===== src/rtl/seq_alu_if.sv =====
`default_nettype none
// ============================================================================
// Module   : seq_alu_if
// Purpose  : Issue/writeback handshake bundle for the sequential ALU.
// Revision : 1.0 - initial release
// ============================================================================
interface seq_alu_if #(
    parameter int WIDTH = 32
);
    logic             in_valid;
    logic             in_ready;
    logic [3:0]       exec_cmd;
    logic [WIDTH-1:0] val1;
    logic [WIDTH-1:0] val2;
    logic             set_flags;
    logic             out_valid;
    logic             out_ready;
    logic [WIDTH-1:0] alu_res;
    logic             res_wr;
    logic [3:0]       status;

    modport master (
        output in_valid, exec_cmd, val1, val2, set_flags, out_ready,
        input  in_ready, out_valid, alu_res, res_wr, status
    );

    modport slave (
        input  in_valid, exec_cmd, val1, val2, set_flags, out_ready,
        output in_ready, out_valid, alu_res, res_wr, status
    );
endinterface
`default_nettype wire


===== src/rtl/seq_alu.sv =====
`default_nettype none
// ============================================================================
// Module   : seq_alu
// Purpose  : Registered execute-stage ALU with iterative shift-add multiplier
//            and an NZCV status register (bit order {Z,C,N,V}).
// Revision : 1.0 - initial release
// ============================================================================
module seq_alu #(
    parameter int WIDTH = 32,
    parameter int CNT_W = $clog2(WIDTH) + 1
) (
    input  logic     clk,
    input  logic     rst_n,
    seq_alu_if.slave bus
);

    localparam logic [3:0] c_op_mov = 4'b0001;
    localparam logic [3:0] c_op_mvn = 4'b1001;
    localparam logic [3:0] c_op_add = 4'b0010;
    localparam logic [3:0] c_op_adc = 4'b0011;
    localparam logic [3:0] c_op_sub = 4'b0100;
    localparam logic [3:0] c_op_sbc = 4'b0101;
    localparam logic [3:0] c_op_and = 4'b0110;
    localparam logic [3:0] c_op_orr = 4'b0111;
    localparam logic [3:0] c_op_eor = 4'b1000;
    localparam logic [3:0] c_op_mul = 4'b1010;
    localparam logic [3:0] c_op_cmp = 4'b1100;
    localparam logic [3:0] c_op_tst = 4'b1110;

    localparam logic [CNT_W-1:0] c_cnt_last = CNT_W'(WIDTH - 1);
    localparam logic [CNT_W-1:0] c_cnt_one  = CNT_W'(1);

    typedef enum logic [1:0] {
        S_IDLE = 2'd0,
        S_BUSY = 2'd1,
        S_DONE = 2'd2
    } state_t;

    state_t           r_state;
    logic             r_in_ready;
    logic             r_out_valid;
    logic [WIDTH-1:0] r_res;
    logic             r_res_wr;
    logic [3:0]       r_flags;
    logic             r_set_flags;
    logic [WIDTH-1:0] r_mul_a;
    logic [WIDTH-1:0] r_mul_b;
    logic [WIDTH-1:0] r_acc;
    logic [CNT_W-1:0] r_cnt;

    logic             w_flag_c;
    logic             w_flag_v;
    logic [WIDTH-1:0] w_b_eff;
    logic             w_cin;
    logic             w_set_cv;
    logic             w_known;
    logic             w_wr;
    logic [WIDTH-1:0] w_res;
    logic [WIDTH:0]   w_sum;
    logic             w_ovf;
    logic [3:0]       w_new_flags;
    logic [WIDTH-1:0] w_partial;

    assign w_flag_c = r_flags[2];
    assign w_flag_v = r_flags[0];

    // Subtraction is folded into the adder as val1 + ~val2 + cin.
    always_comb begin
        w_b_eff  = bus.val2;
        w_cin    = 1'b0;
        w_set_cv = 1'b0;
        unique case (bus.exec_cmd)
            c_op_add: w_set_cv = 1'b1;
            c_op_adc: begin w_set_cv = 1'b1; w_cin = w_flag_c; end
            c_op_sub,
            c_op_cmp: begin w_set_cv = 1'b1; w_b_eff = ~bus.val2; w_cin = 1'b1; end
            c_op_sbc: begin w_set_cv = 1'b1; w_b_eff = ~bus.val2; w_cin = w_flag_c; end
            default:  ;
        endcase
    end

    assign w_sum = {1'b0, bus.val1} + {1'b0, w_b_eff} + {{WIDTH{1'b0}}, w_cin};
    assign w_ovf = (bus.val1[WIDTH-1] == w_b_eff[WIDTH-1]) &&
                   (w_sum[WIDTH-1] != bus.val1[WIDTH-1]);

    always_comb begin
        w_res   = '0;
        w_wr    = 1'b1;
        w_known = 1'b1;
        unique case (bus.exec_cmd)
            c_op_mov: w_res = bus.val2;
            c_op_mvn: w_res = ~bus.val2;
            c_op_add,
            c_op_adc,
            c_op_sub,
            c_op_sbc: w_res = w_sum[WIDTH-1:0];
            c_op_cmp: begin w_res = w_sum[WIDTH-1:0]; w_wr = 1'b0; end
            c_op_and: w_res = bus.val1 & bus.val2;
            c_op_orr: w_res = bus.val1 | bus.val2;
            c_op_eor: w_res = bus.val1 ^ bus.val2;
            c_op_tst: begin w_res = bus.val1 & bus.val2; w_wr = 1'b0; end
            default:  begin w_wr = 1'b0; w_known = 1'b0; end
        endcase
    end

    assign w_new_flags = {(w_res == '0),
                          w_set_cv ? w_sum[WIDTH] : w_flag_c,
                          w_res[WIDTH-1],
                          w_set_cv ? w_ovf : w_flag_v};

    assign w_partial = r_acc + (r_mul_b[0] ? r_mul_a : '0);

    always_ff @(posedge clk or negedge rst_n) begin
        if (!rst_n) begin
            r_state     <= S_IDLE;
            r_in_ready  <= 1'b1;
            r_out_valid <= 1'b0;
            r_res       <= '0;
            r_res_wr    <= 1'b0;
            r_flags     <= 4'b0000;
            r_set_flags <= 1'b0;
            r_mul_a     <= '0;
            r_mul_b     <= '0;
            r_acc       <= '0;
            r_cnt       <= '0;
        end else begin
            unique case (r_state)
                S_IDLE: begin
                    if (bus.in_valid) begin
                        r_in_ready  <= 1'b0;
                        r_set_flags <= bus.set_flags;
                        if (bus.exec_cmd == c_op_mul) begin
                            r_mul_a <= bus.val1;
                            r_mul_b <= bus.val2;
                            r_acc   <= '0;
                            r_cnt   <= '0;
                            r_state <= S_BUSY;
                        end else begin
                            r_res       <= w_res;
                            r_res_wr    <= w_wr;
                            r_out_valid <= 1'b1;
                            r_state     <= S_DONE;
                            if (bus.set_flags && w_known) begin
                                r_flags <= w_new_flags;
                            end
                        end
                    end
                end
                S_BUSY: begin
                    r_acc   <= w_partial;
                    r_mul_a <= r_mul_a << 1;
                    r_mul_b <= r_mul_b >> 1;
                    r_cnt   <= r_cnt + c_cnt_one;
                    // The last step's partial sum is the full product.
                    if (r_cnt == c_cnt_last) begin
                        r_res       <= w_partial;
                        r_res_wr    <= 1'b1;
                        r_out_valid <= 1'b1;
                        r_state     <= S_DONE;
                        if (r_set_flags) begin
                            r_flags <= {(w_partial == '0), w_flag_c,
                                        w_partial[WIDTH-1], w_flag_v};
                        end
                    end
                end
                S_DONE: begin
                    if (bus.out_ready) begin
                        r_out_valid <= 1'b0;
                        r_in_ready  <= 1'b1;
                        r_state     <= S_IDLE;
                    end
                end
                default: begin
                    r_out_valid <= 1'b0;
                    r_in_ready  <= 1'b1;
                    r_state     <= S_IDLE;
                end
            endcase
        end
    end

    assign bus.in_ready  = r_in_ready;
    assign bus.out_valid = r_out_valid;
    assign bus.alu_res   = r_res;
    assign bus.res_wr    = r_res_wr;
    assign bus.status    = r_flags;

endmodule
`default_nettype wire


===== src/flat_wrapper.sv =====
// flat-port wrapper written by rule: the top's interface ports become plain ports
module seq_alu_flat 
#(
    parameter int WIDTH = 32,
    parameter int CNT_W = $clog2(WIDTH) + 1
)
  (clk, rst_n, bus_in_valid, bus_exec_cmd, bus_val1, bus_val2, bus_set_flags, bus_out_ready, bus_in_ready, bus_out_valid, bus_alu_res, bus_res_wr, bus_status);
  seq_alu_if #(.WIDTH(WIDTH)) bus_i ();
  input  logic clk;
  input  logic rst_n;
  input wire logic [$bits(bus_i.in_valid)-1:0] bus_in_valid;
  input wire logic [$bits(bus_i.exec_cmd)-1:0] bus_exec_cmd;
  input wire logic [$bits(bus_i.val1)-1:0] bus_val1;
  input wire logic [$bits(bus_i.val2)-1:0] bus_val2;
  input wire logic [$bits(bus_i.set_flags)-1:0] bus_set_flags;
  input wire logic [$bits(bus_i.out_ready)-1:0] bus_out_ready;
  output wire logic [$bits(bus_i.in_ready)-1:0] bus_in_ready;
  output wire logic [$bits(bus_i.out_valid)-1:0] bus_out_valid;
  output wire logic [$bits(bus_i.alu_res)-1:0] bus_alu_res;
  output wire logic [$bits(bus_i.res_wr)-1:0] bus_res_wr;
  output wire logic [$bits(bus_i.status)-1:0] bus_status;
  assign bus_i.in_valid = bus_in_valid;
  assign bus_i.exec_cmd = bus_exec_cmd;
  assign bus_i.val1 = bus_val1;
  assign bus_i.val2 = bus_val2;
  assign bus_i.set_flags = bus_set_flags;
  assign bus_i.out_ready = bus_out_ready;
  assign bus_in_ready = bus_i.in_ready;
  assign bus_out_valid = bus_i.out_valid;
  assign bus_alu_res = bus_i.alu_res;
  assign bus_res_wr = bus_i.res_wr;
  assign bus_status = bus_i.status;
  seq_alu #(.WIDTH(WIDTH), .CNT_W(CNT_W)) u_core (.clk(clk), .rst_n(rst_n), .bus(bus_i));
endmodule

===== config.mk =====
export PLATFORM = sky130hd
export DESIGN_NAME = seq_alu_flat
export DESIGN_NICKNAME = d
export VERILOG_FILES = /design/src/rtl/seq_alu_if.sv /design/src/rtl/seq_alu.sv /design/src/flat_wrapper.sv
export SDC_FILE = /design/constraint.sdc
export NUM_CORES = 1
export LEC_CHECK = 0
export CORE_AREA = 2 2 154 156
export DETAILED_ROUTE_END_ITERATION = 7
export DIE_AREA = 0 0 156 158
export HOLD_SLACK_MARGIN = 0.15
export PLACE_DENSITY = 0.78
export SYNTH_ARGS = -nofsm -noshare
export SYNTH_HDL_FRONTEND = slang
export SYNTH_SLANG_ARGS = --single-unit
export TNS_END_PERCENT = 20

===== constraint.sdc =====
create_clock -name clk -period 6.9 [get_ports clk]
set_input_delay 0.69 -clock clk [delete_from_list [all_inputs] [get_ports clk]]
set_output_delay 0.69 -clock clk [all_outputs]
set_load 0.05 [all_outputs]

==> summary.md <==
| Metric | Value |
|---|---|
| Cell with the most instances after synthesis | `nand2_1` |
| Ys flop type | `dfrtp_1` |
| Final Cycle Share | `between 70% and 80%` |
| Layout cells sized above 1 | `about 4.7%` |
| Setup TNS | `0 ps` |
| Setup Fix Bufs, Post-CTS | `0` |
| Routed vias | `approximately 12000` |
| Syn_area_per_cell | `7.90 µm²` |
| Die height | `~160 µm` |
| Total track usage | `between 30% and 40%` |
| Crit-path slowest cell | `clkdlybuf4s50_1` |
| Number of global-route vias before repair | `between 10000 and 15000` |
| Hold-fix buffers, CTS | `0` |
| Max-slew violations | `0` |
| Port Buffers | `111` |
| Ys Warns | `0` |
| CP cell instances | `clkdlybuf4s50_1 > a21bo_2 > nor2_4 > buf_4 > xnor2_1 > ha_1 > and2_1 > a221o_1 > a31o_2 > a221oi_2 > o31ai_1 > a21oi_1 > xor2_1 > o211ai_1 > a21boi_1 > mux2_2` |
| Post-layout net count | `1877` |
| Clock sink total | `around 140` |
| CTS Buf Count | `17` |
| Synthesis-to-finish area growth | `14.6%` |
| Post-cts resize count | `0` |
| First-pass GRT wire length | `62.3 mm` |
| Critical path required time | `~7200 ps` |
| VDD IR max | `around 0.18 mV` |
| Largest net degree at the start of global routing | `127` |
| Crit-path max cell delay | `880 ps` |
| Worst hold-check path type | `in2async` |
| Hold Vio Cnt, Final | `0` |
| Initial core utilization | `55.6%` |
| Core region area | `~23000 µm²` |
| CP Data Arrival Time | `5580 ps` |
| Area share of the largest cell type after synthesis | `between 20 and 30%` |
| CP Launch Type | `primary input` |
| Crit path kind | `in2reg` |
| Clock Tree Buf Depth | `2` |
| Syn nets | `between 1500 and 2000` |
| CTS tree | `done` |
| Antenna violations before repair | `0` |
| Ant diodes | `0` |
| Drt drc | `0` |
| Die W | `approximately 160 µm` |
| Post-Syn Area | `about 13000 µm²` |
| Later-pin clock latency in the skew report | `430 ps` |
| Synth top cells by count | `nand2_1 (266), dfrtp_1 (143), nor2_1 (133)` |
| Clock root buffer | `clkbuf_16` |
| Initial drt markers | `roughly 1200` |
| Std cell rows | `56` |
| Wirelength per Cell | `around 20 µm` |
| Unique cell type count in the Yosys netlist | `slightly above 80` |
| Status | `finished clean` |
| LEAKAGE | `roughly 0.0067 µW` |
| Post-Route WL | `roughly 40 mm` |
| Io pins | `112` |
| Post-synth EDFFs | `0` |
| Clock Pin Slew Worst Setup and Hold Paths | `roughly 70 ps` |
| Multi-input logic area | `around 8600 µm²` |
| Top cells by area, synth | `dfrtp_1 (28%), ha_1 (12%), nand2_1 (7.8%)` |
| Max-cap violations | `0` |
| # setup viols final | `0` |
| FMAX | `0.190 GHz` |
| Highest net fanout along the worst path | `31` |
| Gr ovfl total | `0` |
| Async SR Flop Fraction | `between 90% and 100%` |
| Storage cell area | `roughly 3600 µm²` |
| Routed Antenna Nets | `0` |
| Worst hold margin | `288 ps` |
| H-tree levels | `4` |
| Clock skew | `9.17 ps` |
| PD cells | `~380 nW/µm²` |
| Routability Congestion | `approximately 0.92` |
| Synth area leader | `dfrtp_1` |
| Final HPWL DP | `roughly 30 mm` |
| Post-route minimum period | `roughly 5300 ps` |
| Die Area | `24600 µm²` |
| Max-slew headroom | `between 20% and 30%` |
| Via/cell ratio | `roughly 6.3` |
| Seq/Total Area, Yosys | `roughly 28%` |
| Fillers | `around 2000` |
| Slew @ Worst Pin | `about 1200 ps` |
| CP endpoint kind | `flip-flop` |
| Drt first pass iters | `6` |
| Synthesis-stage register bit count | `144` |
| Cells after synthesis | `around 1600` |
| Unrepaired setup endpoints after global routing | `false` |
-- worst paths after layout --
| kind | startpoint | endpoint | slack [ps] | cells after the start |
|---|---|---|---|---|
| worst max-delay path | bus_exec_cmd[2] | u_core.bus.alu_res[31] | 1640 | 16 |
| worst min-delay path | rst_n | u_core.r_cnt[2] | 290 | 1 |
| worst max register to register | u_core.r_mul_b[0] | u_core.bus.status[3] | 2420 | 13 |
| worst min register to register | u_core.bus.out_valid | u_core.bus.out_valid | 470 | 2 |
| max in group asynchronous | rst_n | u_core.r_mul_b[23] | 5270 | 2 |
| min in group clk | u_core.bus.out_valid | u_core.bus.out_valid | 470 | 2 |
-- final cells by class --
| cell class | instances | share of cell area (%) |
|---|---|---|
| inverter | 81 | 2.07 |
| sequential | 144 | 24.5 |
| clock inverter | 13 | 1.20 |
| multi-input combinational | 1305 | 58.6 |
| clock buffer | 19 | 2.95 |
| tap | 290 | 2.47 |
| timing repair buffer | 125 | 8.21 |
-- flip-flops by register name, indices dropped and copies added (netlist names) --
signal,flops
u_core.bus.in_ready,1
u_core.r_set_flags,1
u_core.r_mul_a,32
u_core.r_acc,32
u_core.bus.res_wr,1
u_core.bus.out_valid,1
u_core.bus.status,4
u_core.r_state,2
u_core.r_cnt,6
u_core.bus.alu_res,32
u_core.r_mul_b,32
-- worst max-delay path, delay by kind of cell --
family / cells / cell delay [ps]
mux: 1 / 300
xor+xnor: 2 / 350
fa+ha+maj: 1 / 400
simple gates: 2 / 300
buf+inv: 2 / 1350
compound gates: 8 / 2160
-- stage by stage --
step           setup WS [ps]  total power (µW)  utilization [%]  area [µm²]  instances
6_report                1640              5590             63.8       14700       1977
5_1_grt                 1300              5970             63.8       14700       1977
4_1_cts                 1680              5560             63.8       14700       1977
3_5_place_dp            1240              4540             61.1       14100       1945
3_3_place_gp            1340              4470             61.1       14100       1945
2_1_floorplan           2000              3680                -       12800       1624
-- cell usage in the layout, fill, tap and decap left out, types with 19 or more instances in the layout --
master / instances
nand3_1: 22
ha_1: 127
a21oi_1: 99
a21o_1: 32
nor2_1: 131
and2_1: 41
o21ai_0: 80
inv_1: 81
a31oi_1: 71
nand2_1: 266
xor2_1: 43
a22oi_1: 19
clkdlybuf4s50_1: 108
o22ai_1: 23
dfrtp_1: 143
xnor2_1: 71
-- kinds of logic after synthesis --
group,after synthesis,synth area share (%)
AO/OA/AOI/OAI,478,24.8
XOR/XNOR,114,7.78
adder cells (fa/ha/maj),130,12.9
buffers and inverters,175,5.14
flip-flops,144,28.1
multiplexers,15,1.24
AND/OR/NAND/NOR,568,20.1
-- metal layers --
layer	global-route usage, %	wire length, µm
met5	0	0
met4	8.82	780
met1	47.3	18500
met2	49.8	17400
met3	4.65	2680
-- where the power goes --
part / switching, µW / internal [µW]
clock network: 415 / 578
registers: 276 / 1220
logic: 1890 / 1210
No activity file was read; power rests on OpenSTA's default activity.
